===== src/rtl/lane_fifo_pkg.sv =====
// Shared types and sizing helpers for the lane FIFO: entry type, pointer/count
// widths and the lane bit-slice helper used by storage and the top level.
package lane_fifo_pkg;

  localparam int DEF_WIDTH       = 8;
  localparam int DEF_PARALLELISM = 1;
  localparam int DEF_HEIGHT      = 128;

  // Entry shape at the default sizing; parameterised instances build the
  // equivalent signed vector from their own WIDTH and PARALLELISM.
  typedef logic signed [DEF_PARALLELISM*DEF_WIDTH-1:0] entry_t;

  function automatic int ptr_width(input int height);
    return $clog2(height);
  endfunction

  // One extra bit so that a completely full FIFO (count == HEIGHT) is representable.
  function automatic int count_width(input int height);
    return $clog2(height) + 1;
  endfunction

  function automatic int lane_lsb(input int lane, input int width);
    return lane * width;
  endfunction

endpackage


===== src/rtl/fifo_memory.sv =====
// Lane-organised storage for lane_fifo: one write port with a 1-cycle write,
// one combinational read port.
module fifo_memory
  import lane_fifo_pkg::*;
#(
  parameter  int WIDTH       = DEF_WIDTH,
  parameter  int PARALLELISM = DEF_PARALLELISM,
  parameter  int HEIGHT      = DEF_HEIGHT,
  localparam int AW          = ptr_width(HEIGHT),
  localparam int DW          = PARALLELISM * WIDTH
) (
  input  logic                 clk,
  input  logic                 wr_en,
  input  logic [AW-1:0]        wr_addr,
  input  logic signed [DW-1:0] wr_data,
  input  logic [AW-1:0]        rd_addr,
  output logic signed [DW-1:0] rd_data
);

  for (genvar k = 0; k < PARALLELISM; k++) begin : g_lane
    logic signed [WIDTH-1:0] mem [HEIGHT];

    // NOTE: storage has no reset; the pointers alone define which entries are
    // valid, and leaving the array unreset lets it map onto RAM primitives.
    always_ff @(posedge clk) begin
      if (wr_en) begin
        mem[wr_addr] <= wr_data[lane_lsb(k, WIDTH) +: WIDTH];
      end
    end

    assign rd_data[lane_lsb(k, WIDTH) +: WIDTH] = mem[rd_addr];
  end

endmodule


===== src/rtl/lane_fifo.sv =====
// Single-clock FIFO of PARALLELISM signed lanes per entry, with occupancy flags
// and sticky overflow/underflow error flags. Storage lives in fifo_memory.
module lane_fifo
  import lane_fifo_pkg::*;
#(
  parameter  int WIDTH       = DEF_WIDTH,
  parameter  int PARALLELISM = DEF_PARALLELISM,
  parameter  int HEIGHT      = DEF_HEIGHT,
  parameter  int AF_THRESH   = HEIGHT - 2,
  localparam int AW          = ptr_width(HEIGHT),
  localparam int CW          = count_width(HEIGHT),
  localparam int DW          = PARALLELISM * WIDTH
) (
  input  logic                 clk,
  input  logic                 rst,
  input  logic                 flush,
  input  logic                 in_valid,
  output logic                 in_ready,
  input  logic signed [DW-1:0] in_data,
  output logic                 out_valid,
  input  logic                 out_ready,
  output logic signed [DW-1:0] out_data,
  output logic [CW-1:0]        count,
  output logic                 full,
  output logic                 empty,
  output logic                 almost_full,
  output logic                 overflow,
  output logic                 underflow
);

  logic [AW-1:0] wr_ptr_q, wr_ptr_d;
  logic [AW-1:0] rd_ptr_q, rd_ptr_d;
  logic [CW-1:0] count_q, count_d;
  logic          overflow_q, overflow_d;
  logic          underflow_q, underflow_d;
  logic          push, pop, wr_en;

  // Flags come only from registered count, so in_ready never depends on out_ready.
  assign full        = (count_q == CW'(HEIGHT));
  assign empty       = (count_q == '0);
  assign almost_full = (count_q >= CW'(AF_THRESH));
  assign in_ready    = !full;
  assign out_valid   = !empty;
  assign count       = count_q;
  assign overflow    = overflow_q;
  assign underflow   = underflow_q;

  assign push  = in_valid && in_ready;
  assign pop   = out_valid && out_ready;
  assign wr_en = push && !flush && !rst;

  // NOTE: every signal gets its hold value first so no path through the
  // if/case tree can leave it unassigned and infer a latch.
  always_comb begin
    wr_ptr_d    = wr_ptr_q;
    rd_ptr_d    = rd_ptr_q;
    count_d     = count_q;
    overflow_d  = overflow_q  || (in_valid && full);
    underflow_d = underflow_q || (out_ready && empty);

    if (flush) begin
      wr_ptr_d = '0;
      rd_ptr_d = '0;
      count_d  = '0;
    end else begin
      if (push) wr_ptr_d = wr_ptr_q + AW'(1);
      if (pop)  rd_ptr_d = rd_ptr_q + AW'(1);
      unique case ({push, pop})
        2'b10:   count_d = count_q + CW'(1);
        2'b01:   count_d = count_q - CW'(1);
        default: count_d = count_q;
      endcase
    end
  end

  // NOTE: sequential state uses non-blocking assignment so every flop samples
  // its _d value from before the edge, independent of statement order.
  always_ff @(posedge clk) begin
    if (rst) begin
      wr_ptr_q    <= '0;
      rd_ptr_q    <= '0;
      count_q     <= '0;
      overflow_q  <= 1'b0;
      underflow_q <= 1'b0;
    end else begin
      wr_ptr_q    <= wr_ptr_d;
      rd_ptr_q    <= rd_ptr_d;
      count_q     <= count_d;
      overflow_q  <= overflow_d;
      underflow_q <= underflow_d;
    end
  end

  fifo_memory #(
    .WIDTH       (WIDTH),
    .PARALLELISM (PARALLELISM),
    .HEIGHT      (HEIGHT)
  ) u_mem (
    .clk     (clk),
    .wr_en   (wr_en),
    .wr_addr (wr_ptr_q),
    .wr_data (in_data),
    .rd_addr (rd_ptr_q),
    .rd_data (out_data)
  );

endmodule


===== config.mk =====
export PLATFORM = sky130hd
export DESIGN_NAME = lane_fifo
export DESIGN_NICKNAME = d
export VERILOG_FILES = /design/src/rtl/lane_fifo_pkg.sv /design/src/rtl/fifo_memory.sv /design/src/rtl/lane_fifo.sv
export SDC_FILE = /design/constraint.sdc
export NUM_CORES = 1
export LEC_CHECK = 0
export BUFFER_PORTS_ARGS = -buffer_cell sky130_fd_sc_hd__buf_2
export CELL_PAD_IN_SITES_DETAIL_PLACEMENT = 1
export CELL_PAD_IN_SITES_GLOBAL_PLACEMENT = 2
export CORE_UTILIZATION = 45
export DETAILED_ROUTE_END_ITERATION = 10
export GPL_ROUTABILITY_DRIVEN = 0
export PLACE_DENSITY = 0.79
export SLEW_MARGIN = 20
export SYNTH_ARGS = -nofsm -noshare
export SYNTH_HDL_FRONTEND = slang
export SYNTH_SLANG_ARGS = --single-unit
export TNS_END_PERCENT = 100

===== constraint.sdc =====
create_clock -name clk -period 7.8 [get_ports clk]
set_input_delay 1.56 -clock clk [delete_from_list [all_inputs] [get_ports clk]]
set_output_delay 1.56 -clock clk [all_outputs]
set_load 0.05 [all_outputs]

==> metrics.yaml <==
cts_num_sinks: 1055
timing.rr.start: "count[1]$_SDFFE_PP0P_"
grt_max_degree: 86
clock_path_buffers: 3
vias_per_cell: 5.97
drtAntennaViolNets: 0
slowest_delay_ns: 0.83
synth-main-ff-cell: "edfxtp_1"
crit_type: "register to output port"
area_delta_synth_final_pct: 12.2
reg2regPathDepth: 6
worst_ep_arrival_time_ns: 4.84
grt_pass1_vias: 21400
synthMostInstantiatedCell: "edfxtp_1"
end_kind: "output port"
synth-edff-count: 1024
rsz0062_at_grt: "false"
cts_tree: "yes"
power_per_cell_area_mw_per_mm2: 254
whs_endpoint: "overflow$_SDFF_PP0_"
min_path_type: "register to register"
grt-ovfl-total: 0
htree_levels: 3
grt_util_all_layers_pct: 21.9
synth_cell_types: 49
synth_top_area_cell: "edfxtp_1"
maxSlewHeadroom_pct: 24.8
wl_mm: 99.3
start_util_pct: 45.4
die_area_sq_mm: 0.0921
drive_gt1_share_pct: 22.6
drc_errors: 0
row_count: 110
ctsRootBufferMaster: "clkbuf_16"
synth_area_sq_mm: 0.0409
async_reset_ff_share_pct: 0
postLayoutCellArea_sq_mm: 0.0459
synth-seq-cells: 1055
fin_worst_hold_slack_ns: 0.482
hold_start: "overflow$_SDFF_PP0_"
crit_family: "compound AO/OA/AOI/OAI gates"
hold_buffers: 0
io_buffer_count: 35
clk_pin_slew_ns: 0.06
worstPathMaxFanout: 85
place.detailed.hpwl_mm: 60.7
finalSetupTns_ns: 0
critPathSlowestCell: "dfxtp_4"
place_inst: 3178
synth_area_leaders: "edfxtp_1, mux4_2, mux2_2"
startpoint_type: "register"
post_cts_buffers: 0
outcome: "complete, no violations"
antenna_found_initial: 2
period_needed_ns: 6.40
grt_first_pass_wirelength_mm: 147
diodes: 0
utilization_pct: 51.0
hold_viol: 0
vdd_drop_max_uv: 133
slew_viol_final: 0
yosys-top-cells-count: "edfxtp_1, mux4_2, nor2_1"
final_cells: 3375
fin_crit_sh_pct: 82.1
setup_viol: 0
ys_warn_count: 0
multiInputGateArea_sq_mm: 0.00894
avgSynthCellArea_sq_um: 20.0
seqCellArea_sq_mm: 0.0314
die_w_um: 303
maxCapViolCount: 0
synth_fp_nets: 2070
die_h_um: 303
io_pins: 36
cts_inserted_buffers: 105
synth_top_area_share_pct: 75.2
yosysSeqAreaShare_pct: 76.7
path_buf_inv: 2
whs_path_depth: 2
synthCells: 2047
wire_per_inst_um: 29.4
reg2reg_to: "u_mem.g_lane[0].mem[60][6]$_DFFE_PP_"
core_area_sq_mm: 0.0900
num_vias: 20200
firstDrtPassIters: 5
tightest_slew_ns: 1.12
clk_latency_ns: 0.67
fin_skew_ns: 0.0302
r2r_slack_ns: 4.07
fmax_mhz: 156
dpl_cell_area_sq_mm: 0.0424
cts_resized: 0
dr.first_iter.drc_count: 1819
worstPathRequired_ns: 6.24
nets: 2132
fillCellCount: 8032
p_leak_uw: 0.0137
worstPathCellList: "buf_12, mux4_2, a221oi_1, o22ai_1, nor3_1, o221ai_1, buf_2"
==> flip-flops by register name, summed over array words and instances, names as in the netlist, named ones only <==
signal / cells
u_mem.g_lane.mem: 1024
overflow: 1
underflow: 1
rd_ptr_q: 7
count: 8
wr_ptr_q: 7
==> kinds of logic after synthesis <==
group                    after synthesis  synth area share [%]
flip-flops                          1055                  76.7
buffers and inverters                129                  1.48
multiplexers                         322                  14.0
AND/OR/NAND/NOR                      269                  2.85
XOR/XNOR                              14                 0.300
adder cells (fa/ha/maj)               10                 0.324
AO/OA/AOI/OAI                        248                  4.38
==> tightest hold or removal path, stage by stage (launching register included) <==
cell and delay (ns):
dfxtp_1 0.33, a21oi_1 0.04, nor2_1 0.07
==> stage by stage <==
stage	setup WS [ns]	power (uW)
finish	1.40	11700
global placement	2.18	6610
detailed placement	2.11	6630
CTS	1.40	11700
floorplan	3.79	6480
global route	1.20	12000
==> metal layers <==
metal | track usage [%] | routed length (um) | up-vias
met2 | 36.5 | 49700 | 611
met3 | 3.45 | 5810 | 144
li1 | - | - | 8590
met4 | 6.87 | 2680 | 2
met1 | 29.9 | 41100 | 10800
met5 | 0 | 12 | -
==> placed cells by master, fill, tap and decap left out, drive strengths merged, types with 13 or more instances in the layout <==
master,instances
nand2,27
a22oi,80
edfxtp,1024
mux4,192
inv,18
mux2i,66
clkinv,46
a221oi,16
dfxtp,31
a22o,16
nand3,13
a221o,16
o221ai,24
o21ai,38
a21oi,26
bufinv,15
o22ai,24
clkbuf,123
mux2,64
buf,73
nor2,175
==> area by class of cell <==
class / count / area share (%)
Multi-Input combinational cell: 863 / 19.5
Clock buffer: 123 / 5.97
Clock inverter: 74 / 1.71
Timing Repair Buffer: 73 / 1.16
Inverter: 11 / 0.0900
Sequential cell: 1055 / 68.4
Tap cell: 1176 / 3.21
==> worst max path at each step <==
stage / slack (ns) / start / cells past startpoint / endpoint
final: 1.40 / register / 7 / out_data[7]
after global routing: 1.20 / register / 7 / out_data[6]
after CTS: 1.40 / register / 8 / out_data[7]
after detailed placement: 2.11 / register / 8 / out_data[7]
after global placement: 2.18 / register / 8 / out_data[7]
after floorplan: 3.79 / register / 9 / out_data[6]
==> power by group <==
group | total [uW] | internal [uW] | switching [uW]
Clock | 5160 | 3010 | 2150
Sequential | 6220 | 6210 | 8.72
Combinational | 279 | 80.5 | 198
Total | 11700 | 9310 | 2360
Note: power is estimated with default switching activity, not from simulation.
